File: config.mk
export PLATFORM = sky130hd
export DESIGN_NAME = out_capture_buffer_flat
export DESIGN_NICKNAME = d
export VERILOG_FILES = /design/src/rtl/out_capture_buffer_if.sv /design/src/rtl/out_capture_buffer.sv /design/src/flat_wrapper.sv
export SDC_FILE = /design/constraint.sdc
export NUM_CORES = 1
export LEC_CHECK = 0
export ABC_AREA = 1
export ABC_CLOCK_PERIOD_IN_PS = 8590
export CAP_MARGIN = 0
export CORE_ASPECT_RATIO = 0.5
export CORE_MARGIN = 10
export CORE_UTILIZATION = 50
export CTS_BUF_LIST = sky130_fd_sc_hd__clkbuf_4
export CTS_CLUSTER_DIAMETER = 100
export CTS_CLUSTER_SIZE = 8
export DETAILED_ROUTE_END_ITERATION = 12
export PLACE_DENSITY = 0.68
export SLEW_MARGIN = 20
export SYNTH_ARGS = -nofsm -noshare
export SYNTH_HDL_FRONTEND = slang
export SYNTH_SLANG_ARGS = --single-unit
File: constraint.sdc
create_clock -name clk -period 8.59 [get_ports clk]
set_input_delay 1.2885 -clock clk [delete_from_list [all_inputs] [get_ports clk]]
set_output_delay 1.2885 -clock clk [all_outputs]
set_load 0.02 [all_outputs]
File: src/rtl/out_capture_buffer_if.sv
// Bundle of the capture buffer's control, monitored-bus and read-side signals.
//   master : drives ena, mon_in, mode, trig_mask, trig_val, arm, abort, rd_ready;
//            observes rd_valid, rd_data, level, state_o, overflow
//   slave  : the capture buffer itself (opposite directions)
interface out_capture_buffer_if #(
  parameter int DATA_W = 16,
  parameter int TS_W   = 12,
  parameter int DEPTH  = 16
);
  localparam int LVL_W = $clog2(DEPTH) + 1;

  logic                   ena;
  logic [DATA_W-1:0]      mon_in;
  logic                   mode;
  logic [DATA_W-1:0]      trig_mask;
  logic [DATA_W-1:0]      trig_val;
  logic                   arm;
  logic                   abort;
  logic                   rd_ready;
  logic                   rd_valid;
  logic [TS_W+DATA_W-1:0] rd_data;
  logic [LVL_W-1:0]       level;
  logic [1:0]             state_o;
  logic                   overflow;

  modport master (
    output ena, mon_in, mode, trig_mask, trig_val, arm, abort, rd_ready,
    input  rd_valid, rd_data, level, state_o, overflow
  );

  modport slave (
    input  ena, mon_in, mode, trig_mask, trig_val, arm, abort, rd_ready,
    output rd_valid, rd_data, level, state_o, overflow
  );
endinterface

File: src/rtl/out_capture_buffer.sv
// Triggered capture buffer for a monitored output bus. Once armed, waits for
// the masked trigger match, then records {timestamp, sample} entries into a
// FIFO either on every cycle or only when the bus changes.
// Ports:
//   clk   : single clock, rising edge
//   rst_n : asynchronous active-low reset
//   bus   : out_capture_buffer_if.slave (controls, monitored bus, FIFO read side)
//
// state    | meaning
// ---------+--------------------------------------------------------------
// IDLE     | inactive; waits for arm
// ARMED    | FIFO cleared; waits for the masked trigger match
// CAPTURE  | recording samples with a running timestamp
// DONE     | stopped after a dropped sample; waits for re-arm
module out_capture_buffer #(
  parameter int DATA_W = 16,
  parameter int DEPTH  = 16,
  parameter int TS_W   = 12
) (
  input logic               clk,
  input logic               rst_n,
  out_capture_buffer_if.slave bus
);
  localparam int AW    = $clog2(DEPTH);
  localparam int LVL_W = AW + 1;
  localparam int ENT_W = TS_W + DATA_W;

  localparam logic [TS_W-1:0]  TS_MAX  = '1;
  localparam logic [TS_W-1:0]  TS_ONE  = TS_W'(1);
  localparam logic [AW-1:0]    PTR_ONE = AW'(1);
  localparam logic [LVL_W-1:0] LVL_ONE = LVL_W'(1);
  localparam logic [LVL_W-1:0] LVL_FULL = LVL_W'(DEPTH);

  typedef enum logic [1:0] {
    ST_IDLE    = 2'd0,
    ST_ARMED   = 2'd1,
    ST_CAPTURE = 2'd2,
    ST_DONE    = 2'd3
  } state_t;

  state_t            state_q, state_d;
  logic [AW-1:0]     wr_ptr_q, wr_ptr_d;
  logic [AW-1:0]     rd_ptr_q, rd_ptr_d;
  logic [LVL_W-1:0]  level_q, level_d;
  logic [TS_W-1:0]   ts_q, ts_d;
  logic [DATA_W-1:0] prev_q, prev_d;
  logic              overflow_q, overflow_d;
  logic [ENT_W-1:0]  mem_q [DEPTH];

  logic              empty, full, pop, push, need_push, clear, trig_hit;
  logic [TS_W-1:0]   ts_inc, push_ts;

  always_comb begin
    empty    = (level_q == '0);
    full     = (level_q == LVL_FULL);
    pop      = bus.ena && bus.rd_ready && !empty;
    trig_hit = (((bus.mon_in ^ bus.trig_val) & bus.trig_mask) == '0);
    ts_inc   = (ts_q == TS_MAX) ? ts_q : ts_q + TS_ONE;

    state_d    = state_q;
    ts_d       = ts_q;
    prev_d     = prev_q;
    overflow_d = overflow_q;
    need_push  = 1'b0;
    push_ts    = '0;
    clear      = 1'b0;

    if (bus.ena) begin
      if (state_q == ST_ARMED || state_q == ST_CAPTURE) prev_d = bus.mon_in;
      case (state_q)
        ST_IDLE: begin
          // abort in IDLE only serves to mask a simultaneous arm
          if (!bus.abort && bus.arm) begin
            state_d = ST_ARMED;
            clear   = 1'b1;
          end
        end
        ST_ARMED: begin
          if (bus.abort) state_d = ST_IDLE;
          else if (trig_hit) begin
            state_d   = ST_CAPTURE;
            ts_d      = '0;
            push_ts   = '0;
            need_push = 1'b1;
          end
        end
        ST_CAPTURE: begin
          if (bus.abort) state_d = ST_IDLE;
          else begin
            // ts_q holds the previous capture cycle's stamp, so this cycle is +1
            ts_d      = ts_inc;
            push_ts   = ts_inc;
            need_push = bus.mode || (bus.mon_in != prev_q);
          end
        end
        default: begin
          if (bus.abort) state_d = ST_IDLE;
          else if (bus.arm) begin
            state_d = ST_ARMED;
            clear   = 1'b1;
          end
        end
      endcase
    end

    // a pop in the same edge frees the slot, so full only blocks without one
    push = need_push && (!full || pop);
    if (need_push && !push) begin
      overflow_d = 1'b1;
      state_d    = ST_DONE;
    end
    if (clear) begin
      overflow_d = 1'b0;
      ts_d       = '0;
    end

    wr_ptr_d = wr_ptr_q;
    rd_ptr_d = rd_ptr_q;
    level_d  = level_q;
    if (clear) begin
      wr_ptr_d = '0;
      rd_ptr_d = '0;
      level_d  = '0;
    end else begin
      if (push) wr_ptr_d = wr_ptr_q + PTR_ONE;
      if (pop)  rd_ptr_d = rd_ptr_q + PTR_ONE;
      if (push && !pop)      level_d = level_q + LVL_ONE;
      else if (pop && !push) level_d = level_q - LVL_ONE;
    end
  end

  always_ff @(posedge clk or negedge rst_n) begin
    if (!rst_n) begin
      state_q    <= ST_IDLE;
      wr_ptr_q   <= '0;
      rd_ptr_q   <= '0;
      level_q    <= '0;
      ts_q       <= '0;
      prev_q     <= '0;
      overflow_q <= 1'b0;
    end else begin
      state_q    <= state_d;
      wr_ptr_q   <= wr_ptr_d;
      rd_ptr_q   <= rd_ptr_d;
      level_q    <= level_d;
      ts_q       <= ts_d;
      prev_q     <= prev_d;
      overflow_q <= overflow_d;
    end
  end

  // storage needs no reset: rd_data is masked to zero whenever level is 0
  always_ff @(posedge clk) begin
    if (push) mem_q[wr_ptr_q] <= {push_ts, bus.mon_in};
  end

  assign bus.rd_valid = !empty;
  assign bus.rd_data  = empty ? '0 : mem_q[rd_ptr_q];
  assign bus.level    = level_q;
  assign bus.state_o  = state_q;
  assign bus.overflow = overflow_q;
endmodule
File: src/flat_wrapper.sv
// flat-port wrapper written by rule: the top's interface ports become plain ports
module out_capture_buffer_flat 
#(
  parameter int DATA_W = 16,
  parameter int DEPTH  = 16,
  parameter int TS_W   = 12
)
  (clk, rst_n, bus_ena, bus_mon_in, bus_mode, bus_trig_mask, bus_trig_val, bus_arm, bus_abort, bus_rd_ready, bus_rd_valid, bus_rd_data, bus_level, bus_state_o, bus_overflow);
  out_capture_buffer_if #(.DATA_W(DATA_W), .TS_W(TS_W), .DEPTH(DEPTH)) bus_i ();
  input logic clk;
  input logic rst_n;
  input wire logic [$bits(bus_i.ena)-1:0] bus_ena;
  input wire logic [$bits(bus_i.mon_in)-1:0] bus_mon_in;
  input wire logic [$bits(bus_i.mode)-1:0] bus_mode;
  input wire logic [$bits(bus_i.trig_mask)-1:0] bus_trig_mask;
  input wire logic [$bits(bus_i.trig_val)-1:0] bus_trig_val;
  input wire logic [$bits(bus_i.arm)-1:0] bus_arm;
  input wire logic [$bits(bus_i.abort)-1:0] bus_abort;
  input wire logic [$bits(bus_i.rd_ready)-1:0] bus_rd_ready;
  output wire logic [$bits(bus_i.rd_valid)-1:0] bus_rd_valid;
  output wire logic [$bits(bus_i.rd_data)-1:0] bus_rd_data;
  output wire logic [$bits(bus_i.level)-1:0] bus_level;
  output wire logic [$bits(bus_i.state_o)-1:0] bus_state_o;
  output wire logic [$bits(bus_i.overflow)-1:0] bus_overflow;
  assign bus_i.ena = bus_ena;
  assign bus_i.mon_in = bus_mon_in;
  assign bus_i.mode = bus_mode;
  assign bus_i.trig_mask = bus_trig_mask;
  assign bus_i.trig_val = bus_trig_val;
  assign bus_i.arm = bus_arm;
  assign bus_i.abort = bus_abort;
  assign bus_i.rd_ready = bus_rd_ready;
  assign bus_rd_valid = bus_i.rd_valid;
  assign bus_rd_data = bus_i.rd_data;
  assign bus_level = bus_i.level;
  assign bus_state_o = bus_i.state_o;
  assign bus_overflow = bus_i.overflow;
  out_capture_buffer #(.DATA_W(DATA_W), .DEPTH(DEPTH), .TS_W(TS_W)) u_core (.clk(clk), .rst_n(rst_n), .bus(bus_i));
endmodule
==> results of run 1 <==
==> worst max-delay path by stage <==
| stage | end | startpoint | slack (ns) | depth (start not counted) |
|---|---|---|---|---|
| floorplan | u_core.mem_q[0][0] | bus_mon_in[11] | 4.81 | 11 |
| finish | bus_rd_data[16] | u_core.rd_ptr_q[0] | 2.71 | 7 |
| global route | bus_rd_data[23] | u_core.rd_ptr_q[0] | 2.46 | 9 |
| CTS | bus_rd_data[15] | u_core.rd_ptr_q[0] | 2.75 | 9 |
| global placement | u_core.mem_q[10][0] | bus_mon_in[15] | 3.56 | 13 |
| detailed placement | u_core.mem_q[10][26] | bus_mon_in[15] | 3.50 | 13 |
==> synthesized netlist by cell type, types with 16 or more instances <==
| cell type | count |
|---|---|
| nand3_1 | 72 |
| a21oi_1 | 39 |
| o221ai_1 | 76 |
| inv_1 | 60 |
| buf_2 | 16 |
| edfxtp_1 | 448 |
| o21ai_1 | 19 |
| o22ai_1 | 38 |
| clkbuf_1 | 64 |
| o21ai_0 | 263 |
| nand2_1 | 165 |
| nor2_1 | 341 |
| dfrtp_1 | 44 |
==> report_power, final <==
| group | switching (uW) | internal, uW | total [uW] | leakage, uW |
|---|---|---|---|---|
| registers | 140 | 2670 | 2810 | 0.00484 |
| logic | 1640 | 847 | 2490 | 0.00267 |
| clock network | 771 | 548 | 1320 | 0.000460 |
| total | 2550 | 4070 | 6620 | 0.00797 |
==> cell families (layout without fill, tap and decap cells) <==
| group | after synthesis | count (layout) | synth area share |
|---|---|---|---|
| xor+xnor | 15 | 15 | 0.00637 |
| buf+inv | 170 | 284 | 0.0361 |
| flops | 492 | 492 | 0.705 |
| other cells | 0 | 1 | 0 |
| simple gates | 602 | 602 | 0.119 |
| fa+ha+maj | 16 | 16 | 0.0101 |
| compound gates | 439 | 439 | 0.123 |
==> metal layers <==
| layer | part of all wire | wire length, um | vias to the layer above |
|---|---|---|---|
| met5 | 0 | 0 | - |
| met1 | 0.44 | 23200 | 6766 |
| met2 | 0.44 | 23200 | 702 |
| met4 | 0.021 | 1130 | 0 |
| li1 | - | - | 6466 |
| met3 | 0.10 | 5570 | 86 |
==> critical path: cells and delay by family, from the launching register on <==
kind / cells / cell delay (ns)
buffers and inverters: 3 / 2.00
AOI/OAI and AO/OA: 4 / 0.96
DFF: 1 / 0.72
==> flip-flops by register name, summed over array words and instances, names as in the netlist <==
signal               count
u_core.rd_ptr_q          4
u_core.bus.state_o       2
u_core.wr_ptr_q          4
u_core.ts_q             12
u_core.prev_q           16
u_core.bus.level         5
u_core.mem_q           448
u_core.bus.overflow      1
==> stage by stage <==
stage | setup WS (ns) | instance area (um^2)
after floorplan | 4.81 | 20600
after global placement | 3.56 | 22100
after detailed placement | 3.50 | 22100
after CTS | 2.75 | 22800
after global routing | 2.46 | 22900
final | 2.71 | 22900
==> area by class of cell <==
type / count / area share
Timing Repair Buffer: 122 / 0.0516
Tap cell: 540 / 0.0295
Clock buffer: 92 / 0.0302
Sequential cell: 492 / 0.636
Antenna cell: 1 / 0.000109
Multi-Input combinational cell: 1072 / 0.239
Clock inverter: 4 / 0.00295
Inverter: 66 / 0.0111
==> qor.yml, run 1 <==
wl_per_cell_um: 22.2
final_cells: 2389
io_buffers: 91
use_met1: 0.303
r2r-start: "u_core.bus.state_o[0]"
drv_slew: 0
initial_core_util: 0.508
fin_hold_ws_ns: 0.497
clockBufferDepth: 3
finalSetupViolations: 0
top_usage_layer: "met2"
ctsResizeCount: 0
cts_inserted_buffers: 71
vias: 14000
drt_wl_total_um: 53100
synth-main-ff-cell: "edfxtp_1"
cp.required_ns: 7.30
slew_headroom: 0.224
path_cells: "inv_6 -> buf_4 -> o21ai_0 -> o22ai_1 -> o21ai_0 -> a21oi_1 -> clkdlybuf4s50_1"
yosys_warnings: 0
die_area_um2: 50300
min_path_type: "reg2reg"
syn_area_um2: 20600
gp_congestion: 0.812
rsz0062_at_grt: "no"
max_freq_ghz: 0.170
antenna_found_initial: 1
met2_usage: 0.307
cpMostUsedCell: "o21ai_0"
drtIter0Drc: 1758
clock_sinks: 492
layout_commonest_cell: "edfxtp_1"
dp.cells: 2290
powerDensity_nw_per_um2: 289
antenna_left: 0
cts_setup_buffers: 0
num_rows: 52
clk_latency_ns: 0.78
worstMarginPinSlew_ns: 1.16
setup_tns_ns: 0
synth_nets: 1805
layout_common_cells: "edfxtp_1, nor2_1, o21ai_0"
synth_top_cell_by_area: "edfxtp_1"
ys_types: 39
path_clk_slew_ns: 0.10
synth_top_area_share: 0.652
rr_endpoint: "u_core.mem_q[11][16]"
finalCriticalPeriod_ns: 5.88
grt_usage: 0.208
die_h_um: 164
reg2reg_depth: 10
grt_max_degree: 125
cap_violations: 0
end_kind: "primary output"
grt_util_met3: 0.0468
holdPathEnd: "u_core.prev_q[0]"
holdBufCountCts: 0
min_delay_path_depth: 2
hold_viol: 0
worstSetupPathType: "reg2out"
yosysSeqAreaShare: 0.705
viasPerCell: 5.87
vdd_drop_max_v: 0.000205
grt_overflow_total: 0
grt_pass1_vias: 13200
p_leak_uw: 0.00797
critPathMaxFanout: 124
fillCellCount: 3349
post-dp-hpwl_um: 30100
grt_pass1_wl_um: 79500
async_flop_share: 0.0894
area_delta_synth_final_pct: 11.0
p_total_uw: 6620
nets: 1896
final_core_util: 0.564
die_w_um: 307
status: "finished, final reports clean"
drive_gt1_frac: 0.0947
synthTopCellsByArea: "edfxtp_1, o21ai_0, nor2_1"
worstPathArrival_ns: 4.59
synth_edf_count: 448
avgSynthCellArea_um2: 11.9
multiInputGateArea_um2: 5460
finalClockSkew_ns: 0.0500
syn_inst: 1734
seq_area_um2: 14600
fin_crit_sh: 0.684
core-area_um2: 40600
hold_start: "u_core.prev_q[0]"
slowest_delay_ns: 0.72
startpoint_type: "register"
drc: 0
ioPinCount: 92
cts_tree: "yes"
reg2reg_slack_ns: 4.94
cts_max_level: 3
cpMaxStageDelayCell: "dfrtp_4"
clockRootBuffer: "clkbuf_4"
ys_ff_latch: 492
dr.pass1.iters: 5
Power figures use the tool's default switching activity.
==> run 2, diff against run 1 <==
--- a/config.mk
+++ b/config.mk
@@ -6,7 +6,7 @@
 export NUM_CORES = 1
 export LEC_CHECK = 0
 export ABC_AREA = 1
-export ABC_CLOCK_PERIOD_IN_PS = 8590
+export ABC_CLOCK_PERIOD_IN_PS = 5300
 export CAP_MARGIN = 0
 export CORE_ASPECT_RATIO = 0.5
 export CORE_MARGIN = 10
@@ -15,7 +15,7 @@
 export CTS_CLUSTER_DIAMETER = 100
 export CTS_CLUSTER_SIZE = 8
 export DETAILED_ROUTE_END_ITERATION = 12
-export PLACE_DENSITY = 0.68
+export PLACE_DENSITY = 0.7
 export SLEW_MARGIN = 20
 export SYNTH_ARGS = -nofsm -noshare
 export SYNTH_HDL_FRONTEND = slang
==> constraint.sdc (replaced) <==
create_clock -name clk -period 5.3 [get_ports clk]
set_input_delay 0.795 -clock clk [delete_from_list [all_inputs] [get_ports clk]]
set_output_delay 0.795 -clock clk [all_outputs]
set_load 0.02 [all_outputs]
==> qor.yml, run 2 (synthesis results as in run 1) <==
reg_top3: "u_core.mem_q (448), u_core.prev_q (16), u_core.ts_q (12)"
ioPinCount: 92  # unchanged
cp.required_ns: 4.51  # -2.79 ns
max_freq_ghz: 0.199
cts_max_level: 3  # unchanged
drc: 0  # unchanged
seq_area_um2: 14600  # unchanged
grt_max_degree: 126  # +0.80%
dp.cells: 2317  # +1.2%
drive_gt1_frac: 0.112  # +0.0174
powerDensity_nw_per_um2: 471  # +63%
drtIter0Drc: 2026  # +15%
largest_reg_flops: 448  # unchanged
path_cells: "inv_2 -> buf_4 -> o21ai_0 -> o221ai_1 -> nand3_1 -> a21oi_1 -> clkdlybuf4s50_1"
multiInputGateArea_um2: 5470  # about the same
cap_violations: 0  # unchanged
finalClockSkew_ns: 0.0292  # -0.0208 ns
rsz0062_at_grt: "no"
viasPerCell: 6.06  # +3.2%
wl_per_cell_um: 23.4  # +5.1%
final_cells: 2424  # +1.5%
dr.pass1.iters: 6  # +1
holdBufCountCts: 0  # unchanged
min_path_type: "in2async"
cp.buffers_inverters: 3  # unchanged
layout_setup_ws_ns: 0.281  # -2.43 ns
slowest_delay_ns: 0.72  # about the same
antenna_left: 0  # unchanged
cpLargestDelayFamily: "buffers and inverters"
clk_latency_ns: 0.79  # about the same
finalSetupViolations: 0  # unchanged
top_register: "u_core.mem_q"
die_h_um: 164  # unchanged
p_leak_uw: 0.00816  # +2.4%
grt_pass1_vias: 13900  # +5.4%
post-dp-hpwl_um: 33800  # +12%
layout_commonest_cell: "edfxtp_1"
grt_overflow_total: 0  # unchanged
initial_core_util: 0.508  # unchanged
grt_usage: 0.222  # +0.0143
cts_setup_buffers: 0  # unchanged
path_clk_slew_ns: 0.10  # about the same
nets: 1923  # +1.4%
io_buffers: 91  # unchanged
slew_headroom: 0.237  # +0.0130
layout_common_cells: "edfxtp_1, nor2_1, o21ai_0"
drt_wl_total_um: 56600  # +6.6%
setup_tns_ns: 0  # unchanged
num_rows: 52  # unchanged
worstPathArrival_ns: 4.22  # -0.37 ns
critPathMaxFanout: 42  # -66%
grt_pass1_wl_um: 85300  # +7.3%
clock_sinks: 492  # unchanged
cpMaxStageDelayCell: "dfrtp_4"
end_kind: "primary output"
vdd_drop_max_v: 0.000264  # +28%
worstSetupPathType: "reg2out"
worstMarginPinSlew_ns: 1.14  # -0.0194 ns
drv_slew: 0  # unchanged
ctsResizeCount: 0  # unchanged
die_w_um: 307  # unchanged
cts_inserted_buffers: 71  # unchanged
die_area_um2: 50300  # unchanged
finalCriticalPeriod_ns: 5.02
vias: 14700  # +4.7%
area_delta_synth_final_pct: 12.8
clockRootBuffer: "clkbuf_4"
fin_crit_sh: 0.947
status: "finished, final reports clean"
gp_congestion: 0.841  # +3.7%
antenna_found_initial: 2  # +1
core-area_um2: 40600  # unchanged
dp_slack_ns: 0.791  # -2.71 ns
startpoint_type: "register"
clockBufferDepth: 3  # unchanged
fillCellCount: 3330  # -0.57%
hold_viol: 0  # unchanged
cts_tree: "yes"
-- run 2: worst paths after layout --
path	startpoint	end	slack, ns	depth (start not counted)
max	u_core.rd_ptr_q[1]	bus_rd_data[3]	0.28	7
min	rst_n	u_core.ts_q[5]	0.09	2
max reg2reg	u_core.bus.state_o[0]	u_core.mem_q[9][26]	1.89	12
min reg2reg	u_core.prev_q[0]	u_core.prev_q[0]	0.50	2
max in group asynchronous	rst_n	u_core.rd_ptr_q[1]	4.70	2
min in group clk	u_core.prev_q[0]	u_core.prev_q[0]	0.50	2
-- run 2: area by class of cell --
| cell class | instances | share of cell area |
|---|---|---|
| inverter | 66 | 0.0109 |
| multi-input combinational | 1072 | 0.235 |
| clock buffer | 96 | 0.0310 |
| sequential | 492 | 0.626 |
| clock inverter | 7 | 0.00371 |
| tap | 540 | 0.0290 |
| antenna | 2 | 0.000215 |
| timing repair buffer | 149 | 0.0647 |
-- run 2: where the power goes --
group          internal [uW]  switching (uW)
Clock                    925            1290
Combinational           1450            2760
Sequential              4330             199
Total                   6710            4240
-- run 2: routing by layer --
layer,wire length [um],vias to the layer above,global-route usage
met2,24600,887,0.317
li1,-,6535,-
met1,24000,7175,0.327
met4,871,0,0.0587
met3,7220,82,0.0650
met5,0,-,0
-- run 2: per-stage QoR --
stage / area, um^2 / util / hold slack [ns] / total power, uW
after CTS: 23200 / 0.572 / 0.0653 / 11000
after detailed placement: 22400 / 0.552 / 0.478 / 8790
after global routing: 23300 / 0.573 / 0.0678 / 11500
after global placement: 22300 / 0.548 / 0.472 / 8740
final: 23300 / 0.573 / 0.0913 / 11000
after floorplan: 20600 / - / 0.453 / 7140
-- run 2: worst register-to-register path, delay by kind of cell (launching register included) --
family | cells | cell delay, ns
DFF | 1 | 0.44
buffers and inverters | 5 | 1.04
adders and majority gates | 1 | 0.15
and+or+nand+nor | 6 | 1.44
